[src/rtl/sr_latch_driver.sv]
// sr_latch_driver
// Clocked initiator for an enable-gated SR latch with a latch reset input.
// A command (clear / set / latch reset) is accepted over valid/ready, the
// latch drives are sequenced through SETUP -> PULSE -> HOLD, and the latch
// outputs are read back to confirm the write. All outputs are registered and
// the drive pattern never presents S=R=1 or en together with lat_reset.
module sr_latch_driver #(
    parameter int SETUP_CYC = 1,
    parameter int PULSE_CYC = 2,
    parameter int HOLD_CYC  = 1,
    parameter int CNT_W     = 8
) (
    input  logic       clk,
    input  logic       reset,
    input  logic       req_valid,
    input  logic [1:0] req_op,
    output logic       req_ready,
    output logic       S,
    output logic       R,
    output logic       en,
    output logic       lat_reset,
    input  logic       q_in,
    input  logic       q_n_in,
    output logic       done,
    output logic       err,
    output logic [7:0] err_cnt
);

    // A zero pulse width still needs one enable cycle to write the latch.
    localparam int PULSE_LEN = (PULSE_CYC < 1) ? 1 : PULSE_CYC;

    // Counter reload values: a phase of N cycles counts N-1 down to 0.
    localparam logic [CNT_W-1:0] SETUP_LAST = CNT_W'((SETUP_CYC > 0) ? SETUP_CYC - 1 : 0);
    localparam logic [CNT_W-1:0] PULSE_LAST = CNT_W'(PULSE_LEN - 1);
    localparam logic [CNT_W-1:0] HOLD_LAST  = CNT_W'((HOLD_CYC > 0) ? HOLD_CYC - 1 : 0);

    localparam logic [1:0] OP_CLEAR = 2'b00;
    localparam logic [1:0] OP_SET   = 2'b01;
    localparam logic [1:0] OP_LRST  = 2'b10;
    localparam logic [1:0] OP_RSVD  = 2'b11;

    typedef enum logic [2:0] {
        IDLE,
        SETUP,
        PULSE,
        HOLD,
        CHECK
    } state_t;

    state_t           state;
    logic [1:0]       op_q;
    logic [CNT_W-1:0] cnt;
    logic             chk_err;

    // Error counter increment that sticks at full scale instead of wrapping.
    function automatic logic [7:0] sat_inc(input logic [7:0] v);
        return (v == 8'hFF) ? v : v + 8'd1;
    endfunction

    // Readback is bad if Q disagrees with the written value, if Q and Q_n
    // are not complementary, or if the command itself was reserved.
    function automatic logic readback_err(input logic [1:0] op,
                                          input logic       q,
                                          input logic       qn);
        return (op == OP_RSVD) || (q != (op == OP_SET)) || (q == qn);
    endfunction

    // The readback is taken on the edge that enters CHECK so that err,
    // err_cnt and done all become visible together during the CHECK cycle.
    assign chk_err = readback_err(op_q, q_in, q_n_in);

    // Command sequencer: state, phase counter and every registered drive.
    always_ff @(posedge clk or negedge reset) begin
        if (!reset) begin
            state     <= IDLE;
            op_q      <= OP_CLEAR;
            cnt       <= '0;
            req_ready <= 1'b0;
            S         <= 1'b0;
            R         <= 1'b0;
            en        <= 1'b0;
            lat_reset <= 1'b0;
            done      <= 1'b0;
            err       <= 1'b0;
            err_cnt   <= 8'd0;
        end else begin
            done <= 1'b0;
            err  <= 1'b0;
            case (state)
                IDLE: begin
                    req_ready <= 1'b1;
                    S         <= 1'b0;
                    R         <= 1'b0;
                    en        <= 1'b0;
                    lat_reset <= 1'b0;
                    if (req_valid && req_ready) begin
                        op_q      <= req_op;
                        req_ready <= 1'b0;
                        if (req_op == OP_RSVD) begin
                            // Reserved op: no latch activity, report at once.
                            state   <= CHECK;
                            done    <= 1'b1;
                            err     <= 1'b1;
                            err_cnt <= sat_inc(err_cnt);
                        end else if (SETUP_CYC > 0) begin
                            state <= SETUP;
                            cnt   <= SETUP_LAST;
                            S     <= (req_op == OP_SET);
                            R     <= (req_op == OP_CLEAR);
                        end else begin
                            state     <= PULSE;
                            cnt       <= PULSE_LAST;
                            S         <= (req_op == OP_SET);
                            R         <= (req_op == OP_CLEAR);
                            en        <= (req_op != OP_LRST);
                            lat_reset <= (req_op == OP_LRST);
                        end
                    end
                end

                SETUP: begin
                    if (cnt == '0) begin
                        state     <= PULSE;
                        cnt       <= PULSE_LAST;
                        en        <= (op_q != OP_LRST);
                        lat_reset <= (op_q == OP_LRST);
                    end else begin
                        cnt <= cnt - 1'b1;
                    end
                end

                PULSE: begin
                    if (cnt == '0) begin
                        en        <= 1'b0;
                        lat_reset <= 1'b0;
                        if (HOLD_CYC > 0) begin
                            state <= HOLD;
                            cnt   <= HOLD_LAST;
                        end else begin
                            state <= CHECK;
                            S     <= 1'b0;
                            R     <= 1'b0;
                            done  <= 1'b1;
                            err   <= chk_err;
                            if (chk_err) begin
                                err_cnt <= sat_inc(err_cnt);
                            end
                        end
                    end else begin
                        cnt <= cnt - 1'b1;
                    end
                end

                HOLD: begin
                    if (cnt == '0) begin
                        state <= CHECK;
                        S     <= 1'b0;
                        R     <= 1'b0;
                        done  <= 1'b1;
                        err   <= chk_err;
                        if (chk_err) begin
                            err_cnt <= sat_inc(err_cnt);
                        end
                    end else begin
                        cnt <= cnt - 1'b1;
                    end
                end

                CHECK: begin
                    state     <= IDLE;
                    req_ready <= 1'b1;
                end

                default: begin
                    state     <= IDLE;
                    req_ready <= 1'b0;
                    S         <= 1'b0;
                    R         <= 1'b0;
                    en        <= 1'b0;
                    lat_reset <= 1'b0;
                end
            endcase
        end
    end

endmodule

[config.mk]
export PLATFORM = sky130hd
export DESIGN_NAME = sr_latch_driver
export DESIGN_NICKNAME = d
export VERILOG_FILES = /design/src/rtl/sr_latch_driver.sv
export SDC_FILE = /design/constraint.sdc
export NUM_CORES = 1
export LEC_CHECK = 0
export CAP_MARGIN = 15
export CORE_MARGIN = 2
export CORE_UTILIZATION = 35
export CTS_CLUSTER_SIZE = 30
export DETAILED_ROUTE_END_ITERATION = 7
export PLACE_DENSITY = 0.58
export SYNTH_ARGS = -nofsm -noshare
export SYNTH_HDL_FRONTEND = slang
export SYNTH_SLANG_ARGS = --single-unit
[constraint.sdc]
create_clock -name clk -period 4.2 [get_ports clk]
set_input_delay 0.84 -clock clk [delete_from_list [all_inputs] [get_ports clk]]
set_output_delay 0.84 -clock clk [all_outputs]
set_load 0.01 [all_outputs]
# Yosys cells after proc, flatten, opt, wreduce, memory -nomap -nowiden
# Index checks and enable logic that the tools add are counted.
[word_totals] mem_bits_ro=0 ff_bits=28 in_bits=7 ram_bits=0 mem_count=0 elab_cells=90 latch_bits=0 out_inout_bits=15
[op_classes] n_bitwise=2 n_mux=37 n_lt_le_gt_ge=0 n_mul=0 add_sub_neg=2 eq_ne=21 reduce_logical=17 n_div=0 shifts=0
[op_table] cell="2-to-1 mux 8 bit" count=10
[op_table] cell="one-hot mux 8 bit (4 select lines)" count=1
[op_table] cell="!= test 2 bit, second input constant" count=9
[op_table] cell="one-hot mux 8 bit (2 select lines)" count=1
[op_table] cell="2-to-1 mux 3 bit" count=5
[op_table] cell="one-hot mux 1 bit (3 select lines)" count=5
[op_table] cell="2-to-1 mux 1 bit" count=12
[op_table] cell="one-hot mux 3 bit (4 select lines)" count=1
[op_table] cell="adder 8 x 1 -> 8 bit, second input constant" count=1
[op_table] cell="equality test 8 bit, second input constant" count=1
[op_table] cell="zero test 8 bit" count=1
[op_table] cell="AND reduction 4 bit" count=2
[op_table] cell="subtractor 8 x 1 -> 8 bit, second input constant" count=1
[op_table] cell="equality test 2 bit, second input constant" count=3
[op_table] cell="equality test 3 x 2 -> 1 bit, second input constant" count=2
[op_table] cell="OR reduction 3 bit" count=2
[op_table] cell="AND reduction 5 bit" count=1
[op_table] cell="equality test 2 x 1 -> 1 bit, second input constant" count=2
[op_table] cell="one-hot mux 1 bit (2 select lines)" count=2
[op_table] cell="AND reduction 2 bit" count=2
[op_table] cell="nonzero test 4 bit" count=1
[op_table] cell="equality test 3 x 1 -> 1 bit, second input constant" count=1
[op_table] cell="equality test 3 bit, second input constant" count=1
[op_table] cell="zero test 3 bit" count=1
[op_table] cell="other kinds (9)" count=11

# Longest topological paths before layout
[logic_depth] depth_word=7 ltp_mapped=7 mapped_depth_nobuf=7

# Worst setup path before layout
# OpenSTA, ideal clock, no wires.
[synth_path] path_type="input port to flip-flop" start="in q_n_in" end="reg err_cnt[1]" setup_time_ns=0.125 t_arrival_ns=1.941 path_slack_ns=2.134 cell_stages=5 required_time_ns=4.075 n_path_buf=0 cell_sequence="nor3b_1 -> a311o_1 -> a32oi_4 -> nand2_4 -> mux2_4"
[synth_via] elab_chain_len=4
[synth_lines] item="from (decl)" line_no="23" source="input logic q_n_in,"
[synth_lines] item="equality test 1 bit" line_no="65" source="return (op == OP_RSVD) || (q != (op == OP_SET)) || (q == qn);"
[synth_lines] item="logical OR 1 bit" line_no="65"
[synth_lines] item="!= test 2 bit (no source line)"
[synth_lines] item="AND reduction 5 bit (no source line)"
[synth_lines] item="to (signal assigned)" line_no="104" source="err_cnt <= sat_inc(err_cnt);"
[synth_lines] item="to (signal assigned)" line_no="146" source="err_cnt <= sat_inc(err_cnt);"
[synth_lines] item="to (signal assigned)" line_no="162" source="err_cnt <= sat_inc(err_cnt);"
[synth_lines] item="to (decl)" line_no="26" source="output logic [7:0] err_cnt"
# No other way between the ends.
# A chain may end at the register's enable or synchronous reset.

# Final worst setup path
[layout_path] start="in q_in" end="reg err_cnt[1]"
[layout_via] elab_chain_len=5 elab_cells_between_ends=6 classes_between="eq/ne (3); reduce/logical (3)"
[layout_lines] item="from (decl)" line_no="22" source="input logic q_in,"
[layout_lines] item="!= test 1 bit" line_no="65"
[layout_lines] item="logical OR 1 bit" line_no="65"
[layout_lines] item="logical OR 1 bit *" line_no="65"
[layout_lines] item="!= test 2 bit (no source line) *"
[layout_lines] item="AND reduction 5 bit (no source line) *"
# Every way passes the cells marked *; elsewhere a longest branch is shown, timed or not.

==> impl_results.rst <==
.. list-table::
   :header-rows: 1

   * - Metric
     - Value
   * - Run status
     - completed
   * - Critical path data required time
     - 4360 ps
   * - Relative area change from synthesis to final layout
     - 21.70%
   * - Violation count after the first detailed-routing iteration
     - 46
   * - Critical R2R Launch
     - cnt[0]$_DFFE_PN0P_
   * - Final Skew
     - approximately 4.8 ps
   * - Async set or reset register ratio after synthesis
     - 100.0%
   * - Total area of multi-input combinational cells
     - approximately 740 sq um
   * - TritonCTS clock tree
     - done
   * - RePlAce Congestion
     - 0.7211
   * - Die span in y
     - about 70 microns
   * - I/O pin count
     - 22
   * - Register bit count reported by yosys
     - 28
   * - Count of cell types in the netlist
     - 48
   * - Critical Path AT
     - 2460 ps
   * - Iteration count of the initial detailed-routing pass
     - 4
   * - Area of the mapped netlist
     - 1488 sq um
   * - Hold bufs inserted after CTS
     - 0
   * - Gate Count Post-Synth
     - 143
   * - Most frequently used flop master after synthesis
     - dfrtp_1
   * - Area leader, netlist
     - dfrtp_1
   * - Cell Rows
     - 23
   * - Post-CTS Repair Setup Buffers
     - 0
   * - Count of final max-slew check failures
     - 0
   * - Initial core utilization
     - 36.66%
   * - Type of element launching the critical path
     - input pin
   * - Commonest cells after routing, fill and taps aside
     - 28 x dfrtp_1, 21 x clkdlybuf4s50_1, 12 x nor2_1
   * - IR drop worst, VDD
     - 282.9 uV
   * - Normalized max-slew margin
     - 60.15%
   * - Largest net degree at the start of global routing
     - 29
   * - Htree depth
     - 1
   * - Total CTS buffers
     - 3
   * - Stage delay of the slowest cell on the critical path
     - 500 ps
   * - Estimated wirelength of the detail-placed design
     - roughly 2300 microns
   * - Total number of yosys warnings
     - 0
   * - Worst hold start
     - lat_reset$_DFFE_PN0P_
   * - Slack of the worst reg-to-reg path
     - 2180 ps
   * - Setup TNS after final layout
     - 0 ps
   * - Latest clock arrival within the worst-skew pair
     - ~270 ps
   * - Vias per inst
     - 5.463
   * - DRT Wirelength
     - around 3100 microns
   * - Antenna violations before repair
     - 0
   * - Maximum buffer depth of the clock tree
     - 2
   * - Tmin final
     - between 2000 and 2500 ps
   * - Floorplan Core Area
     - 4058 sq um
   * - Achievable Freq
     - 0.4337 GHz
   * - Number of fill cells in the layout
     - 387
   * - Sequential-to-total area share from yosys stat
     - 47.10%
   * - Post-DRT Antenna Nets
     - 0
   * - Fraction of layout cells with a size suffix above 1
     - about 14%
   * - Antenna cells
     - 0
   * - Most common library cell in the layout ignoring fill and taps
     - dfrtp_1
   * - Highest-delay cell along the critical path
     - clkdlybuf4s50_1
   * - Part of the cycle the worst path needs
     - 54.90%
   * - Global routing usage summed across all routing layers
     - 13.20%
   * - Area enclosed by the die boundary
     - around 4800 sq um
   * - Final net count
     - 176
   * - Vias
     - 1180
   * - Type of the worst min-delay path
     - flip-flop to flip-flop
   * - Share of the core filled with cells
     - 44.62%
   * - First-pass GRT wire length
     - 5264 microns
   * - Area occupied by registers
     - 700.7 sq um
   * - Count of buffers from port buffering
     - 21
   * - Worst Path Class, Setup
     - input pin to flip-flop
   * - Crit-path max FO
     - 7
   * - Clock Sinks
     - 28
   * - Biggest area contributors in the synthesized netlist
     - dfrtp_1 47%, xnor2_1 5.3%, nand3_1 3.0%, nor2_1 3.0%, o21ai_0 2.4%
   * - First element of the critical path
     - q_in
   * - Worst slew pin tran
     - between 500 and 600 ps
   * - Remaining routing DRC violations
     - 0
   * - Type of destination of the critical path
     - flip-flop
   * - CTS clk-pin slew, worst paths
     - 100 ps
   * - RSZ-0062 raised after global routing
     - false
   * - Total congestion overflow after global routing
     - 0
   * - Post-CTS resize count
     - 0
   * - Leakage power
     - 0.7399 nW
   * - Hold Violations, Final
     - 0
   * - Clock tree root buffer cell
     - clkbuf_8
   * - EDFF count, synth
     - 0
   * - Vias in the first global route
     - 1176
   * - Count of endpoints failing setup in the final report
     - 0
   * - Power Density
     - 702.8 nW/um^2
   * - Die Span X
     - 69.20 microns
   * - Routed length per instance
     - roughly 14 microns
   * - Cell-by-cell listing of the critical path
     - clkdlybuf4s50_1 > nor3b_1 > a311o_1 > a32oi_4 > nand2_4 > mux2_4
   * - WHS
     - about 500 ps
   * - Synth top area share
     - 47.10%
   * - Synthesized Nets
     - 152
   * - Max-Cap Viols
     - 0
   * - Per-instance average area after synthesis
     - 10.40 sq um
## worst max-delay path: cells and delay by family
kind                   cells  cell delay [ps]
AOI/OAI and AO/OA          2              660
buffers and inverters      1              500
muxes                      1              300
and+or+nand+nor            2              150
## final timing paths
check	to	cells past startpoint
setup / recovery	err_cnt[1]$_DFFE_PN0P_	6
hold / removal	lat_reset$_DFFE_PN0P_	1
setup reg to reg	err_cnt[1]$_DFFE_PN0P_	7
hold reg to reg	lat_reset$_DFFE_PN0P_	1
max in group asynchronous	R$_DFFE_PN0P_	2
min in group asynchronous	cnt[5]$_DFFE_PN0P_	2
## synthesized netlist by cell type, types with 2 or more instances
library cell  count
nand2_1           8
o21ai_0           7
dfrtp_1          28
nand2b_1          3
a211oi_1          3
inv_1             9
ha_1              2
nor2_1           12
nand3_1           9
a32o_1            3
mux2_2            2
o22ai_1           3
and3_1            2
xnor2_1           9
clkbuf_1          2
or3_1             3
nor3_1            2
a21oi_1           6
## state kept, by name, indices dropped and copies added (netlist names)
name,flops
err,1
state,3
R,1
done,1
cnt,8
err_cnt,8
en,1
lat_reset,1
op_q,2
S,1
req_ready,1
## metrics by stage
step | instance area (sq um) | setup WS (ps) | std cells | total power [W]
after floorplan | 1488 | 2134 | 143 | 0.0009081
after global placement | 1755 | 1658 | 212 | 0.001090
after detailed placement | 1755 | 1607 | 212 | 0.001117
after CTS | 1810 | 1894 | 216 | 0.001284
after global routing | 1810 | 1857 | 216 | 0.001376
final | 1810 | 1894 | 216 | 0.001272
## cell families after synthesis
group                      share of synthesized area [%]
xor gates and xnor gates                           5.299
AOI/OAI and AO/OA                                  18.17
DFF                                                47.10
and+or+nand+nor                                    22.12
muxes                                              2.523
adders and majority gates                          1.682
buffers and inverters                              3.112
## where the power goes
group          internal, W  total, W  switching (W)
combinational     0.000306  0.000615       0.000308
clock            0.0000838  0.000166      0.0000822
sequential        0.000370  0.000492       0.000122
total             0.000760   0.00127       0.000512
## per-layer routing
metal | part of all wire (%) | global-route usage (%) | up-vias
met5 | 0 | 0 | -
met1 | 48 | 17.53 | 588
met3 | 4.4 | 3.052 | 2
li1 | - | - | 564
met4 | 0.68 | 3.922 | 0
met2 | 47 | 21.47 | 26
## final cells by class
| class | instances | share of cell area [%] |
|---|---|---|
| Multi-Input combinational cell | 103 | 40.91 |
| Sequential cell | 28 | 38.70 |
| Timing Repair Buffer | 22 | 12.02 |
| Tap cell | 50 | 3.455 |
| Clock buffer | 4 | 3.041 |
| Inverter | 9 | 1.866 |
Power figures use the tool's default switching activity.
==> variant, RTL diff (same flow settings) <==
The parameter `CNT_W` goes from 8 to 6.
--- a/src/rtl/sr_latch_driver.sv
+++ b/src/rtl/sr_latch_driver.sv
@@ -8,7 +8,7 @@
     parameter int SETUP_CYC = 1,
     parameter int PULSE_CYC = 2,
     parameter int HOLD_CYC  = 1,
-    parameter int CNT_W     = 8
+    parameter int CNT_W     = 6
 ) (
     input  logic       clk,
     input  logic       reset,
Behaviour: no difference found for any inputs over 10 cycles, from zero or initial values and one cycle with reset low; that may be too few to reach the edited logic, so the function may still have changed.
==> variant against the original RTL <==
Count of clock-buffer cells in the layout is 1 lower; power is 3.4% higher; setup slack worse by 0.22 ns; sequential cell count is 2 lower; area after synthesis is 4.5% lower; final area is 3.7% lower; sequential power hardly changed; combinational power hardly changed; wire length is 0.26% lower; critical endpoint unchanged; largest power group unchanged.
==> variant: results (changes against the original RTL) <==
cells_and_area:
  final_nets: 169  # -4.0%
  drive_above_1_share_pct: 10.8  # -3.1 points
  reg_top3: "err_cnt: 8 flops, cnt: 6 flops, state: 3 flops"
drt:
  viasPerCell: 5.39  # -1.3%
  wl_per_cell_um: 14.7  # +3.6%
  drt_iter0_drc: 61  # +33%
  wirelength_um: 3070  # -0.26%
logic_synthesis:
  netlist_instances: 138  # -3.5%
  synth_nets: 148  # -2.6%
  synth.distinct_cells: 47  # -2.1%
  synth_xor_area_share_pct: 7.39  # +2.1 points
  ys_top_cells_by_count: "dfrtp_1, nor2_1, xor2_1, nand3_1, nand2_1"
  ys_seq_area_share_pct: 45.8  # -1.3 points
  async_flop_share_pct: 100  # unchanged
  synthMuxAreaShare_pct: 2.29  # -0.23 points
  synth_top_area_share_pct: 45.8  # -1.3 points
  synth_compound_area_share_pct: 11.7  # -6.5 points
  netlist_top_cells_area: "dfrtp_1, xor2_1, nand3_1"
  synth_adder_area_share_pct: 3.35  # +1.7 points
placement:
  gp_congestion: 0.741  # +2.7%
  dp_slack_ns: 1.40  # -0.207 ns
  placed_area_mm2: 0.00167  # -4.8%
  place_inst: 204  # -3.8%
  dp_hpwl_um: 2250  # -1.4%
clock_tree:
  cts.repair.resized: 0  # unchanged
  clk_pin_slew_ns: 0.09
  h-tree-depth: 1  # unchanged
global_routing:
  track_usage_pct: 14.9  # +1.7 points
  grt_pass1_vias: 1119  # -4.8%
  grt_max_degree: 27  # -6.9%
  grt_pass1_wl_um: 5150  # -2.2%
pwr:
  irDropWorstVdd_mv: 0.321  # +14%
  p_sw_uw: 525  # +2.4%
  power.leakage_nw: 0.703  # -5.0%
sta:
  fin_skew_ns: 0.00274  # -0.00201 ns
  max_slew.worst_pin.slew_ns: 0.501  # -0.0968 ns
  maxSlewViolCount: 0  # unchanged
status:
  status: "finished clean"
setup_path:
  cp.arrival_ns: 2.69  # +0.23 ns
  worstPathMaxFanout: 10  # +3
variant: cell types whose count changed in the layout (fill, tap and decap cells not counted), sizes merged, moves of 3 or more:
cell,delta
a32o,-3
nor4,+3
xor2,+11
nand4,+3
a211oi,-3
nand2,-3
xnor2,-8
a21oi,-6
nor4b,+3
inv,-3
variant: power by group through the flow:
stage	combinational, mW	sequential, mW	clock (mW)
2_1_floorplan	0.419	0.471	0
3_3_place_gp	0.595	0.490	0
3_5_place_dp	0.617	0.496	0
4_1_cts	0.620	0.491	0.213
5_1_grt	0.685	0.510	0.226
6_report	0.614	0.493	0.209
variant: worst paths after layout:
check	end	from	depth (start not counted)	slack, ns
min in group asynchronous	lat_reset	reset	2	0.93
setup / recovery	err_cnt[1]	req_valid	5	1.67
hold / removal	err_cnt[5]	err_cnt[5]	1	0.49
setup reg to reg	err_cnt[1]	state[1]	5	1.94
hold reg to reg	err_cnt[5]	err_cnt[5]	1	0.49
max in group asynchronous	cnt[2]	reset	2	3.02
variant: area by class of cell:
type,instances,area (um2)
tap,50,62.6
timing repair buffer,22,218
fill,372,2200
clock inverter,1,30.0
clock buffer,3,41.3
inverter,6,22.5
sequential,26,651
multi-input combinational,100,718
variant: critical path, cell delays in order:
cell	delay, ns
clkdlybuf4s50_1	0.52
nand3_1	0.28
o21a_1	0.41
nor3_2	0.28
mux2_1	0.35
variant: stage by stage:
stage	total power, mW	hold WS [ns]
final	1.32	0.493
after global routing	1.42	0.518
after CTS	1.32	0.495
after detailed placement	1.11	0.478
after global placement	1.09	0.481
after floorplan	0.890	0.494
variant: metal layers:
metal  up-vias  share of wire [%]  track usage (%)
li1        543                  -                -
met1       558                 44             18.5
met2        19                 52             26.3
met3         2                3.3             3.50
met4         0               0.26             2.81
met5         -                  0                0
